[src/rtl/vram_dma_pkg.sv]
// Shared types and VRAM map constants for the CPU-to-VRAM bulk copy engine.
// Optional fill mode is enabled by defining VRAM_DMA_FILL_EN.
package vram_dma_pkg;

    typedef enum logic [1:0] {
        IDLE  = 2'd0,
        READ  = 2'd1,
        WRITE = 2'd2,
        FIN   = 2'd3
    } state_t;

    localparam logic [11:0] VRAM_PMF_BASE = 12'h000;
    localparam logic [11:0] VRAM_OBM_BASE = 12'h800;
    localparam int          VRAM_OBM_SIZE = 256;
    localparam int          MAX_LEN       = 256;

endpackage

[src/rtl/vram_dma.sv]
// Copies up to 256 bytes from CPU space into VRAM, writing only inside the video write window.
// 2 enabled cycles per byte in copy mode; with VRAM_DMA_FILL_EN defined, fill mode writes 1 byte per writable cycle.
module vram_dma
    import vram_dma_pkg::*;
#(
    parameter int VRAM_ADDR_WIDTH = 12,
    parameter int SRC_ADDR_WIDTH  = 16,
    parameter int LEN_WIDTH       = 9
) (
    input  logic                       cpu_clk,
    input  logic                       rst,
    input  logic                       cpu_clk_enable,
    input  logic                       writable,
    input  logic                       start,
    input  logic [SRC_ADDR_WIDTH-1:0]  src_base,
    input  logic [VRAM_ADDR_WIDTH-1:0] dst_base,
    input  logic [LEN_WIDTH-1:0]       length,
`ifdef VRAM_DMA_FILL_EN
    input  logic                       fill_mode,
    input  logic [7:0]                 fill_value,
`endif
    output logic [SRC_ADDR_WIDTH-1:0]  mem_addr,
    output logic                       mem_rd,
    input  logic [7:0]                 mem_rdata,
    input  logic                       mem_valid,
    output logic [7:0]                 vram_data,
    output logic [VRAM_ADDR_WIDTH-1:0] vram_address,
    output logic                       vram_write_enable,
    output logic                       busy,
    output logic                       done
);

    state_t                     r_state;
    state_t                     w_next;
    logic [SRC_ADDR_WIDTH-1:0]  r_src_ptr;
    logic [VRAM_ADDR_WIDTH-1:0] r_dst_ptr;
    logic [LEN_WIDTH-1:0]       r_remaining;
    logic [7:0]                 r_vram_data;
    logic [LEN_WIDTH-1:0]       w_len_clamped;
    logic                       w_start_fill;
    logic                       w_fill;
    logic                       w_commit;

`ifdef VRAM_DMA_FILL_EN
    logic r_fill_mode;
    assign w_start_fill = fill_mode;
    assign w_fill       = r_fill_mode;
`else
    assign w_start_fill = 1'b0;
    assign w_fill       = 1'b0;
`endif

    assign w_len_clamped = (length > LEN_WIDTH'(MAX_LEN)) ? LEN_WIDTH'(MAX_LEN) : length;
    // A byte is only consumed when the strobe was actually visible to the renderers.
    assign w_commit      = (r_state == WRITE) && writable;

    assign mem_addr          = r_src_ptr;
    assign mem_rd            = (r_state == READ);
    assign vram_data         = r_vram_data;
    assign vram_address      = r_dst_ptr;
    assign vram_write_enable = (r_state == WRITE) && writable;
    assign busy              = (r_state == READ) || (r_state == WRITE);
    assign done              = (r_state == FIN);

    always_comb begin
        w_next = r_state;
        case (r_state)
            IDLE: begin
                if (start) begin
                    if (length == '0)      w_next = FIN;
                    else if (w_start_fill) w_next = WRITE;
                    else                   w_next = READ;
                end
            end
            READ: begin
                if (mem_valid) w_next = WRITE;
            end
            WRITE: begin
                if (writable) begin
                    if (r_remaining == LEN_WIDTH'(1)) w_next = FIN;
                    else if (w_fill)                  w_next = WRITE;
                    else                              w_next = READ;
                end
            end
            FIN: w_next = IDLE;
            default: w_next = IDLE;
        endcase
    end

    always_ff @(posedge cpu_clk or negedge rst) begin
        if (!rst) begin
            r_state     <= IDLE;
            r_src_ptr   <= '0;
            r_dst_ptr   <= '0;
            r_remaining <= '0;
            r_vram_data <= '0;
`ifdef VRAM_DMA_FILL_EN
            r_fill_mode <= 1'b0;
`endif
        end else if (cpu_clk_enable) begin
            r_state <= w_next;
            if (r_state == IDLE && start) begin
                r_src_ptr   <= src_base;
                r_dst_ptr   <= dst_base;
                r_remaining <= w_len_clamped;
`ifdef VRAM_DMA_FILL_EN
                r_fill_mode <= fill_mode;
                if (fill_mode) r_vram_data <= fill_value;
`endif
            end
            if (r_state == READ && mem_valid) begin
                r_vram_data <= mem_rdata;
            end
            if (w_commit) begin
                r_src_ptr   <= r_src_ptr + 1'b1;
                r_dst_ptr   <= r_dst_ptr + 1'b1;
                r_remaining <= r_remaining - 1'b1;
            end
        end
    end

endmodule

[config.mk]
export PLATFORM = sky130hd
export DESIGN_NAME = vram_dma
export DESIGN_NICKNAME = d
export VERILOG_FILES = /design/src/rtl/vram_dma_pkg.sv /design/src/rtl/vram_dma.sv
export SDC_FILE = /design/constraint.sdc
export NUM_CORES = 1
export LEC_CHECK = 0
export ABC_AREA = 1
export BUFFER_PORTS_ARGS = -buffer_cell sky130_fd_sc_hd__buf_2
export CAP_MARGIN = 30
export CORE_UTILIZATION = 40
export CTS_CLUSTER_DIAMETER = 120
export CTS_CLUSTER_SIZE = 14
export DETAILED_ROUTE_END_ITERATION = 10
export PLACE_DENSITY = 0.7
export SLEW_MARGIN = 20
export SYNTH_ARGS = -nofsm -noshare
export SYNTH_HDL_FRONTEND = slang
export SYNTH_SLANG_ARGS = --single-unit
[constraint.sdc]
create_clock -name cpu_clk -period 2.1 [get_ports cpu_clk]
set_clock_uncertainty 0.1 [all_clocks]
set_input_delay 0.315 -clock cpu_clk [delete_from_list [all_inputs] [get_ports cpu_clk]]
set_output_delay 0.315 -clock cpu_clk [all_outputs]
set_load 0.01 [all_outputs]
==> key figures <==
Outcome
  – Outcome: finished, final reports clean

Placement
  – RePlAce Congestion: 0.8486
  – IO Port Bufs: 90
  – Placed Instances: 621
  – Dpl ws: 0.1745 ns
  – DP HPWL: 5.758 mm
  – Cell area after placement: 3641 um^2

Global routing
  – Largest net degree at the start of global routing: 36
  – GRT overflow: 0
  – Vias in the first global route: 2868
  – First-pass GRT wire length: 13.06 mm
  – Initial antenna violation count: 0
  – GRT Total Usage: 19.34%

Detailed routing
  – DR DRC count: 0
  – Via density: 4.984
  – Final ANT Viol Nets: 0
  – Routed wire length per instance: 12.31 um
  – Routed Wire Length: 7.754 mm
  – Initial drt markers: 177
  – Routed vias: 3140
  – 1st-pass router iterations: 4

Min path
  – Hold Path Stages: 2
  – Hold Path Class: in -> reg

Setup path
  – CP Max Fanout: 13
  – Crit-path leading delay family: buffers and inverters
  – Worst r2r path cells: 10
  – Stages on worst setup path: 6
  – Critical path's slowest cell: dfrtp_1
  – Worst path max stage delay: 0.41 ns
  – Worst EP required: 1.68 ns
  – Type of origin of the critical path: flip-flop
  – Critical path cell sequence: inv_2, ha_2, nand2_4, inv_6, buf_6, buf_2
  – Worst Path Buf+Inv: 4
  – Worst Path Class, Setup: reg -> out
  – Crit path arrival time: 1.56 ns
  – Endpoint class of the critical path: output port

Logic synthesis
  – Post-synth EDFFs: 0
  – Syn Nets: 499
  – Sequential area share after synthesis: 37.83%
  – Syn. warnings: 0
  – Yosys reg bits: 47
  – Async SR Flop Fraction: 100.0%
  – Syn Area/Cell: 7.083 um^2
  – Post-synth top flop: dfrtp_1
  – Synth Cell Area: 3109 um^2
  – Mapped Cells: 439
  – Synth unique cells: 32

Finish
  – Commonest non-fill, non-tap cell in the layout: nand2_1
  – Fillers: 766
  – Design area: 3760 um^2
  – Nets@finish: 590
  – Footprint of the multi-input gates: 1638 um^2
  – Highest-count cells in the layout ignoring fill and taps: 121 x nand2_1, 90 x buf_2, 59 x nor2_1
  – Fraction of layout cells with a size suffix above 1: 24.11%
  – Register area: 1176 um^2
  – Fin cells: 630
  – Area Overhead vs Synth: 20.93%
  – # diodes: 0

Power
  – Overall Power: 0.004944 W
  – Leak pwr: 1.914 nW
  – Power Density: 1315 nW/um^2
  – Peak supply drop: 561.3 uV

STA
  – Tcrit/Tclk final: 93.89%
  – Slack of the critical path: 0.1283 ns
  – Slew Limit Fails: 0
  – Peak Freq: 0.5072 GHz
  – Setup tns final: 0 ns
  – Crit path time final: 1.972 ns
  – Relative slew slack: 63.10%
  – Final setup vio count: 0
  – Worst Tran Pin Value: 0.5535 ns
  – RSZ-0062 raised after global routing: false
  – Final hold violation count: 0

Die
  – Core Area: 7370 um^2
  – Die Wd: 90.17 um
  – IO Count: 91
  – Die area: 8130 um^2
  – Die H: 90.17 um
  – Initial Util: 42.19%
  – Site row count: 31

Clocking
  – Clock buffer count from CTS: 5
  – H-tree levels: 2
  – Worst-Skew Late Latency: 0.30 ns
  – CTS tree: done
  – Clock Root Buffer: clkbuf_8
  – Clock transition at the registers of the reported paths: 0.09 ns
  – Clock Tree Buf Depth: 2
  – Clock Sinks: 47

Job
  – Max-cap viol count: 0
path summary, 6_finish.rpt:
| kind | from | end | slack [ns] |
|---|---|---|---|
| worst min-delay path | mem_rdata[6] | vram_data[6]$_DFFE_PN0P_ | 0.14 |
| worst min register to register | r_remaining[7]$_DFFE_PN0P_ | r_remaining[7]$_DFFE_PN0P_ | 0.40 |
| max in group asynchronous | rst | r_state[0]$_DFFE_PN0P_ | 0.94 |
| worst max register to register | r_state[0]$_DFFE_PN0P_ | r_remaining[7]$_DFFE_PN0P_ | 0.30 |
| min in group asynchronous | rst | vram_address[9]$_DFFE_PN0P_ | 0.41 |
| worst max-delay path | r_state[0]$_DFFE_PN0P_ | vram_write_enable | 0.13 |
stage by stage:
step                      utilization [%]  hold slack (ns)
after detailed placement            49.41           0.2329
after global placement              49.41           0.2357
after CTS                           50.93           0.1306
final                               51.02           0.1366
after global routing                51.02           0.1340
after floorplan                         -         -0.08059
final cells by class:
class                           count  area share, %
Multi-Input combinational cell    332          43.56
Sequential cell                    47          31.28
Timing Repair Buffer              100          14.81
Inverter                           44          4.526
Tap cell                           99          3.295
Clock buffer                        7          2.296
Clock inverter                      1         0.2329
report_power, final:
part	internal (W)	total (W)	switching [W]
Clock	0.000271	0.000601	0.000330
Sequential	0.00134	0.00183	0.000485
Combinational	0.00101	0.00251	0.00150
Total	0.00263	0.00494	0.00232
sequential cells by signal (all words and copies together), names as in the netlist:
name,flops
r_remaining,9
r_state,2
vram_data,8
vram_address,12
mem_addr,16
logic make-up (layout without fill, tap and decap cells):
group                    after synthesis  count (layout)  synth area share (%)
AND/OR/NAND/NOR                      246             246                 33.72
AO/OA/AOI/OAI                         67              67                 11.63
buffers and inverters                 60             152                 9.738
flip-flops                            47              47                 37.83
adder cells (fa/ha/maj)                9               9                 3.622
multiplexers                           8               8                 2.898
XOR/XNOR                               2               2                0.5635
per-layer routing:
metal	GRT usage [%]	wire [um]	vias to the layer above
li1	-	-	1604
met1	26.77	3617	1430
met2	31.42	3596	95
met3	3.130	442	11
met4	4.839	97	0
met5	0	0	-
cell usage after synthesis, types with 2 or more instances:
library cell | n | area share [%]
nor2_2 | 3 | 0.60
nand3_1 | 42 | 6.8
o21ai_1 | 13 | 2.1
nand4_1 | 9 | 1.8
dfrtp_1 | 47 | 38
clkbuf_1 | 3 | 0.36
or2_1 | 2 | 0.40
ha_1 | 9 | 3.6
inv_1 | 42 | 5.1
or2_2 | 2 | 0.40
o21a_1 | 2 | 0.48
buf_4 | 2 | 0.48
o22ai_1 | 8 | 1.6
o21bai_1 | 2 | 0.48
xor2_1 | 2 | 0.56
nor2_1 | 59 | 7.1
nor2_4 | 2 | 0.72
a21oi_1 | 24 | 3.9
o21ai_0 | 14 | 2.3
nand2_2 | 2 | 0.40
a31oi_1 | 3 | 0.60
nand2_1 | 121 | 15
buf_6 | 7 | 2.5
nor3_1 | 2 | 0.32
buf_2 | 3 | 0.48
mux2_2 | 8 | 2.9
worst reg2reg max path, cell delays in order, from the launching register on:
cell and delay, ns:
dfrtp_1 0.41, inv_2 0.09, ha_2 0.21, nand2_4 0.12
nand2_1 0.10, nand2_2 0.06, inv_2 0.24, buf_4 0.22
nand2_1 0.06, nand2_1 0.05, nand2_1 0.05
timing repair:
action,CTS,global route
hold buffers,1,0
endpoints found under the hold margin,20,0
gates resized for setup,2,3
gates cloned,0,0
setup buffers,0,0
setup endpoints to repair,1,1
Note: power is estimated with default switching activity, not from simulation.
